$ cat src/rtl/branch_prediction_buffer_pkg.sv
// Shared types for the fetch-stage branch prediction buffer.
// Counter encoding, table entry layout and default table size.
package branch_prediction_buffer_pkg;

    localparam int BPB_ENTRIES = 16;

    typedef enum logic [1:0] {
        SNT = 2'b00,
        WNT = 2'b01,
        WT  = 2'b10,
        ST  = 2'b11
    } bp_counter_type;

    // Tag is held zero-extended to 32 bits so the layout does not
    // depend on the table size; unused upper bits stay constant.
    typedef struct packed {
        logic           valid;
        logic [31:0]    tag;
        bp_counter_type counter;
        logic [31:0]    target;
    } bpb_entry_type;

    function automatic logic [31:0] sat_inc32(input logic [31:0] v);
        return (v == 32'hFFFF_FFFF) ? v : v + 32'd1;
    endfunction

endpackage

$ cat src/rtl/branch_prediction_buffer_sat_counter.sv
// Two-bit saturating counter next-state function.
// Purely combinational; the state lives in the prediction table.
module bp_sat_counter
    import branch_prediction_buffer_pkg::*;
(
    input  bp_counter_type counter,
    input  logic           taken,
    output bp_counter_type next
);

    // Step toward ST on taken, toward SNT otherwise, clamping at the ends
    always_comb begin
        next = counter;
        unique case (counter)
            SNT: next = taken ? WNT : SNT;
            WNT: next = taken ? WT  : SNT;
            WT:  next = taken ? ST  : WNT;
            ST:  next = taken ? ST  : WT;
            default: next = counter;
        endcase
    end

endmodule

$ cat src/rtl/branch_prediction_buffer.sv
// Direct-mapped branch prediction buffer with 2-bit counters and targets.
// Predicts combinationally at fetch, trains and checks at branch resolve.
module branch_prediction_buffer
    import branch_prediction_buffer_pkg::*;
#(
    parameter int ENTRIES    = BPB_ENTRIES,
    parameter int INDEX_BITS = $clog2(ENTRIES)
) (
    input  logic        clk,
    input  logic        reset,
    input  logic [31:0] fetch_pc,
    output logic        predict_taken,
    output logic [31:0] predict_target,
    input  logic        resolve,
    input  logic [31:0] resolve_pc,
    input  logic        resolve_taken,
    input  logic [31:0] resolve_target,
    input  logic        resolve_compressed,
    input  logic        ex_pred_taken,
    input  logic [31:0] ex_pred_target,
    output logic        mispredict,
    output logic [31:0] recover_pc,
    output logic [31:0] branch_count,
    output logic [31:0] mispredict_count
);

    bpb_entry_type table_q [ENTRIES];

    logic [INDEX_BITS-1:0] f_idx;
    logic [31:0]           f_tag;
    bpb_entry_type         f_entry;
    logic                  f_hit;
    logic [1:0]            f_ctr;

    logic [INDEX_BITS-1:0] r_idx;
    logic [31:0]           r_tag;
    bpb_entry_type         r_entry;
    logic                  r_hit;
    bp_counter_type        r_next;

    logic                  miss_pred;
    logic [31:0]           fall_pc;
    logic [31:0]           correct_pc;

    // Bit 0 of a PC is always zero for RISC-V instructions
    logic unused_pc_bit;
    assign unused_pc_bit = fetch_pc[0] ^ resolve_pc[0];

    // Fetch-side lookup from current table contents (no bypass)
    always_comb begin
        f_idx   = fetch_pc[INDEX_BITS:1];
        f_tag   = {{(INDEX_BITS+1){1'b0}}, fetch_pc[31:INDEX_BITS+1]};
        f_entry = table_q[f_idx];
        f_hit   = f_entry.valid && (f_entry.tag == f_tag);
        f_ctr   = f_entry.counter;
        predict_taken  = f_hit && f_ctr[1];
        predict_target = predict_taken ? f_entry.target : 32'd0;
    end

    // Resolve-side lookup of the entry being trained
    always_comb begin
        r_idx   = resolve_pc[INDEX_BITS:1];
        r_tag   = {{(INDEX_BITS+1){1'b0}}, resolve_pc[31:INDEX_BITS+1]};
        r_entry = table_q[r_idx];
        r_hit   = r_entry.valid && (r_entry.tag == r_tag);
    end

    bp_sat_counter u_ctr (
        .counter (r_entry.counter),
        .taken   (resolve_taken),
        .next    (r_next)
    );

    // Misprediction decision and correct next PC for the resolving branch
    always_comb begin
        fall_pc    = resolve_pc + (resolve_compressed ? 32'd2 : 32'd4);
        correct_pc = resolve_taken ? resolve_target : fall_pc;
        miss_pred  = (resolve_taken != ex_pred_taken) ||
                     (resolve_taken && (resolve_target != ex_pred_target));
    end

    // Table training: update on hit, allocate on taken miss
    always_ff @(posedge clk) begin
        if (reset) begin
            for (int i = 0; i < ENTRIES; i++) begin
                table_q[i].valid   <= 1'b0;
                table_q[i].tag     <= 32'd0;
                table_q[i].counter <= WNT;
                table_q[i].target  <= 32'd0;
            end
        end else if (resolve) begin
            if (r_hit) begin
                table_q[r_idx].counter <= r_next;
                if (resolve_taken) begin
                    table_q[r_idx].target <= resolve_target;
                end
            end else if (resolve_taken) begin
                table_q[r_idx].valid   <= 1'b1;
                table_q[r_idx].tag     <= r_tag;
                table_q[r_idx].counter <= WT;
                table_q[r_idx].target  <= resolve_target;
            end
        end
    end

    // One-cycle redirect pulse; recover_pc holds between resolves
    always_ff @(posedge clk) begin
        if (reset) begin
            mispredict <= 1'b0;
            recover_pc <= 32'd0;
        end else begin
            mispredict <= resolve && miss_pred;
            if (resolve) begin
                recover_pc <= correct_pc;
            end
        end
    end

    // Saturating branch and misprediction statistics
    always_ff @(posedge clk) begin
        if (reset) begin
            branch_count     <= 32'd0;
            mispredict_count <= 32'd0;
        end else if (resolve) begin
            branch_count <= sat_inc32(branch_count);
            if (miss_pred) begin
                mispredict_count <= sat_inc32(mispredict_count);
            end
        end
    end

endmodule

$ cat config.mk
export PLATFORM = sky130hd
export DESIGN_NAME = branch_prediction_buffer
export DESIGN_NICKNAME = d
export VERILOG_FILES = /design/src/rtl/branch_prediction_buffer_pkg.sv /design/src/rtl/branch_prediction_buffer_sat_counter.sv /design/src/rtl/branch_prediction_buffer.sv
export SDC_FILE = /design/constraint.sdc
export NUM_CORES = 2
export LEC_CHECK = 0
export ABC_CLOCK_PERIOD_IN_PS = 5300
export CORE_MARGIN = 2
export CORE_UTILIZATION = 64
export DETAILED_ROUTE_END_ITERATION = 8
export DONT_BUFFER_PORTS = 1
export PLACE_DENSITY = 0.8
export SYNTH_ARGS = -nofsm -noshare
export SYNTH_HDL_FRONTEND = slang
export SYNTH_SLANG_ARGS = --single-unit
$ cat constraint.sdc
create_clock -name clk -period 5.3 [get_ports clk]
set_clock_uncertainty 0.05 [all_clocks]
set_input_delay 0.53 -clock clk [delete_from_list [all_inputs] [get_ports clk]]
set_output_delay 0.53 -clock clk [all_outputs]
set_load 0.01 [all_outputs]
## Yosys cells after proc, flatten, opt, wreduce, memory -nomap -nowiden

Memory sizes are Yosys's and may differ from the RTL's.
Index checks and enable logic that the tools add are counted.

| word-level totals | value |
|---|---|
| output and inout port bits | 130 |
| memories kept | 1 |
| memory bits (writable) | 992 |
| input bits | 134 |
| logic and storage cells | 59 |
| bits in registers | 97 |

Memory list:

| memory | depth | bits a word | read ports | clocked after memory_dff | write ports | RTL line | RTL |
|---|---|---|---|---|---|---|---|
| table_q | 16 | 62 | 2 | 0 | 16 | branch_prediction_buffer.sv:27 | `bpb_entry_type table_q [ENTRIES];` |

| operators by class | value |
|---|---|
| $add $sub $neg | 3 |
| equality and inequality tests | 9 |
| bitwise gates (word level) | 4 |
| reduce and logical (&&, ||, !) cells | 10 |
| muxes and demuxes | 28 |

Operators by type and width:

| operator | count |
|---|---|
| 2-to-1 mux 32 bit | 3 |
| adder 32 x 1 -> 32 bit, second input constant | 2 |
| equality test 32 x 27 -> 1 bit | 2 |
| equality test 32 bit, second input constant | 2 |
| 2-to-1 mux 62 bit | 1 |
| OR reduction 62 bit | 1 |
| adder 32 x 3 -> 32 bit | 1 |
| inequality test 32 bit | 1 |
| 2-to-1 mux 1 bit | 17 |
| case mux 2 bit (4 select lines) | 1 |
| 2-to-1 mux 2 bit | 3 |
| 2-to-1 mux 3 bit | 2 |
| logical AND 1 bit | 5 |
| equality test 2 bit, second input constant | 2 |
| 2-to-1 mux 4 bit | 1 |
| AND reduction 3 bit | 1 |
| equality test 2 x 1 -> 1 bit, second input constant | 1 |
| zero test 2 bit | 1 |
| inverter 1 bit | 2 |
| bitwise OR 1 bit | 2 |
| AND reduction 2 bit | 1 |
| logical OR 1 bit | 1 |
| inequality test 1 bit | 1 |

## Depth between registers and ports, before layout

An unclocked memory read counts as a cell.

| depth | value |
|---|---|
| depth after elaboration | 10 |
| mapped depth | 17 |
| gate-level depth less buffers | 10 |

## By module

A second synthesis with hierarchy kept.

| unflattened totals | value |
|---|---|
| cells, all modules | 3931 |
| area total of the unflattened synthesis | 55059.1 sq um |

By module, submodules not included:

| module | cells each | area an instance (sq um) | instances |
|---|---|---|---|
| branch_prediction_buffer | 3928 | 55032.8 | 1 |
| bp_sat_counter | 3 | 26.3 | 1 |

## Least setup slack after synthesis

No wires, ideal clock.

| timing | value |
|---|---|
| path kind | input-to-reg |
| from | input resolve_pc[4] |
| to | memory table_q[10][0] (netlist bit), enable pin |
| data required time | 4.784 ns |
| setup slack | 0.325 ns |
| stages | 9 |
| setup time | 0.466 ns |
| arrival | 4.460 ns |
| path through | buf_2 -> buf_2 -> buf_4 -> buf_2 -> nor2b_1 -> clkbuf_1 -> nand3_1 -> clkbuf_1 -> o21ai_0 |

RTL lines:

| item | RTL line | RTL |
|---|---|---|
| from (decl) | branch_prediction_buffer.sv:15 | `input logic [31:0] resolve_pc,` |
| to (decl) | branch_prediction_buffer.sv:27 |  |

## Worst setup path after layout

| timing | value |
|---|---|
| from | input fetch_pc[1] |
| to | output predict_target[31] |

| on the way | value |
|---|---|
| cells in the longest elaborated chain, start to end | 5 |

Ends and longest elaborated chain:

| item | RTL line | RTL |
|---|---|---|
| from (decl) | branch_prediction_buffer.sv:11 | `input logic [31:0] fetch_pc,` |
| memory (16 x 62 bit) * | - |  |
| equality test 32 x 27 -> 1 bit | branch_prediction_buffer.sv:54 | `f_hit = f_entry.valid && (f_entry.tag == f_tag);` |
| logical AND 1 bit | branch_prediction_buffer.sv:54 |  |
| logical AND 1 bit | branch_prediction_buffer.sv:56 | `predict_taken = f_hit && f_ctr[1];` |
| 2-to-1 mux 32 bit * | branch_prediction_buffer.sv:57 | `predict_target = predict_taken ? f_entry.target : 32'd0;` |
| to (decl) | branch_prediction_buffer.sv:13 | `output logic [31:0] predict_target,` |

Mark *: on every way between the ends. The rest lies on a longest branch, timed or not.

==> results.py <==
metrics = {
    "setup_path": {
        "critical_path.endpoint_type": "primary output",
        "crit_path_cell_trace": "mux4_2 > mux4_2 > xnor2_1 > nand4_1 > nor3_1 > nand4_1 > buf_4 > nor2b_1",
        "slowest_stage": "mux4_2",
        "cp_max_fo": 245,
        "criticalPathCategory": "in2out",
        "worst_path_largest_cell_delay_ns": 0.84,
        "crit_family": "multiplexers",
        "required_ns": 4.72,
        "worst_setup_path_start_kind": "input port",
        "path_buf_inv": 1,
        "critPathArrivalTime_ns": 4.57,
    },
    "power_and_ir_drop": {
        "power_density_mw_per_mm2": 326,
        "combPwrFrac_pct": 8.7,
        "ir_worst_vdd_uv": 275,
        "p_leak_nw": 21.7,
        "switching_share_pct": 23.0,
        "power_frac_clock_pct": 39.7,
        "power_switching_mw": 4.46,
        "p_seq_share_pct": 51.6,
        "internal_power_mw": 14.9,
    },
    "timing": {
        "tightest_slew_ns": 1.22,
        "max_freq_mhz": 194,
        "slew_viol_final": 0,
        "layout_min_cycle_time_ns": 5.15,
        "slew_headroom_pct": 18.4,
        "hold_violations": 0,
        "setup_violations": 0,
        "fin_tns_setup_ns": 0,
        "post-route-period-util_pct": 97.1,
        "rsz0062_at_grt": "false",
    },
    "grt": {
        "grt_max_degree": 246,
        "grt.overflow.total": 0,
        "met3_usage_pct": 12.3,
        "grt_util_met1_pct": 50.6,
        "grt_pass1_wl_um": 246000,
        "grt_use_total_pct": 38.7,
        "grt_pass1_vias": 35900,
        "antenna_found_initial": 11,
        "use_met2_pct": 57.3,
        "busiest_layer": "met2",
    },
    "yosys": {
        "synth-seq-cells": 1089,
        "synthCells": 3902,
        "post_synth_main_area_contributors": "edfxtp_1 53%, mux4_2 16%, and3_1 5.4%",
        "synth-edff-count": 976,
        "syn_avg_cell_area_um2": 14.1,
        "synth_fp_nets": 4041,
        "yosysMostFrequentCell": "edfxtp_1",
        "syn_area_mm2": 0.0549,
        "synthFlopType": "edfxtp_1",
        "synth_commonest_cells": "976 x edfxtp_1, 473 x and3_1, 459 x and2_1",
        "synth_top_cell_area_share_pct": 53.4,
        "synthArstFlopShare_pct": 0,
        "yosysWarnings": 0,
        "seq_area_frac_synth_pct": 57.5,
        "yosysTopAreaCell": "edfxtp_1",
        "synthDistinctLibCells": 64,
    },
    "finish": {
        "syn_to_final_growth_pct": 8.32,
        "final_core_util_pct": 69.9,
        "fin_nets": 3833,
        "drive_above_1_share_pct": 19.4,
    },
    "floorplanning": {
        "rows": 107,
        "dieArea_mm2": 0.0881,
        "io_pins": 264,
        "start_util_pct": 64.5,
        "fp.coreArea_mm2": 0.0850,
        "fp.dieW_um": 297,
        "die_h_um": 297,
    },
    "run": {
        "max-cap-violations": 0,
    },
    "clock_tree": {
        "path_clk_slew_ns": 0.06,
        "clkLatencyLatePin_ns": 0.69,
        "htree_levels": 3,
        "cts_buffers": 109,
        "cts.path.max_buffers": 3,
        "cts_sinks": 1089,
        "cts_tree": "yes",
        "post_cts_buffers": 0,
        "cts_root_buffer": "clkbuf_16",
        "cts.repair.resized": 0,
    },
    "status": {
        "status": "complete, no violations",
    },
    "drt": {
        "routed-via-count": 36300,
        "wl_um": 171000,
        "vias_per_cell": 7.34,
        "drc": 0,
        "ant_nets": 0,
        "first_pass_iters": 7,
        "wl_per_cell_um": 34.6,
        "initialDrtViolationCount": 6442,
    },
    "min_path": {
        "holdCritPathClass": "in2reg",
    },
    "place": {
        "port_buffers": 0,
        "dp_hpwl_um": 88800,
        "gp_congestion": 0.891,
    },
}
## final timing paths
path	from	to	slack [ns]	cells past startpoint
max reg2reg	table_q[2][60]	table_q[4][49]	1.04	10
max	fetch_pc[1]	predict_target[31]	0.15	8
min	resolve_target[27]	table_q[13][27]	0.005	1
min reg2reg	table_q[10][61]	table_q[10][61]	0.42	2
## cells in the final DEF (no fill, tap or decap), types with 26 or more instances in the layout
cell type      count
clkinv_2          26
mux2_2            34
nand2_1           77
xnor2_1          101
nand3_1           49
dfxtp_1          113
clkinv_1          31
nor3_1            71
o21ai_0           59
mux4_2           385
nor2b_1           50
xor2_1            65
a21oi_1           32
and2_1           459
clkbuf_16        109
nand4_1           37
dlygate4sd3_1     43
and3_1           473
mux2i_1           88
edfxtp_1         976
nor2_1           115
buf_4             75
## layout make-up
cell class                      count  area, um^2
Fill cell                        5420       25600
Tap cell                         1144        1430
Clock inverter                     77         719
Sequential cell                  1089       31600
Inverter                           24        90.1
Antenna cell                       10        25.0
Clock buffer                      126        2790
Multi-Input combinational cell   2347       21700
Timing Repair Buffer              123        1100
## worst register-to-register path, cell delays in order, from the launching register on
cell and delay (ns):
edfxtp_1 0.41, mux4_2 0.48, mux4_2 0.49, xnor2_1 0.57, nand2_1 0.10, a2111oi_0 0.42
nand4_1 0.19, buf_4 0.28, and2_1 0.21, or2_2 0.49, buf_4 0.30
## power groups by stage
stage               registers, mW  clock network [mW]  logic (mW)
detailed placement           10.1                   0        1.52
global placement             10.1                   0        1.50
CTS                          9.97                7.67        1.62
global route                 10.0                8.01        1.71
finish                       9.98                7.69        1.68
floorplan                    10.1                   0        1.30
## logic make-up after synthesis
kind of cell | Yosys count | share of synthesized area (%)
DFF | 1089 | 57.5
AOI/OAI and AO/OA | 242 | 3.01
muxes | 507 | 18.1
and+or+nand+nor | 1427 | 15.1
buffers and inverters | 466 | 3.43
xor gates and xnor gates | 166 | 2.65
adders and majority gates | 5 | 0.128
## metrics by stage
| stage | cells | hold WS [ns] | instance area [um^2] | power [mW] | worst slack (ns) |
|---|---|---|---|---|---|
| 2_1_floorplan | 3902 | 0.390 | 54900 | 11.4 | 0.325 |
| 3_3_place_gp | 4683 | 0.408 | 55400 | 11.6 | 0.956 |
| 3_5_place_dp | 4683 | 0.414 | 55400 | 11.7 | 0.934 |
| 4_1_cts | 4930 | 0.000254 | 59400 | 19.3 | 0.650 |
| 5_1_grt | 4930 | 0.00207 | 59400 | 19.7 | 0.249 |
| 6_report | 4940 | 0.00475 | 59400 | 19.4 | 0.154 |
## repair_timing
item	in CTS	in global routing
setup endpoints to repair	0	0
hold buffers	44	0
endpoints found under the hold margin	505	0
## sequential cells by signal, indices dropped and copies added, names as in the netlist
register          count
table_q             992
branch_count         32
mispredict_count     32
recover_pc           32
mispredict            1
## layer usage
layer | share of wire [%] | up-vias
li1 | - | 14400
met1 | 32 | 17900
met2 | 45 | 3264
met3 | 16 | 708
met4 | 7.0 | 10
met5 | 0.036 | -
Note: power is estimated with default switching activity, not from simulation.
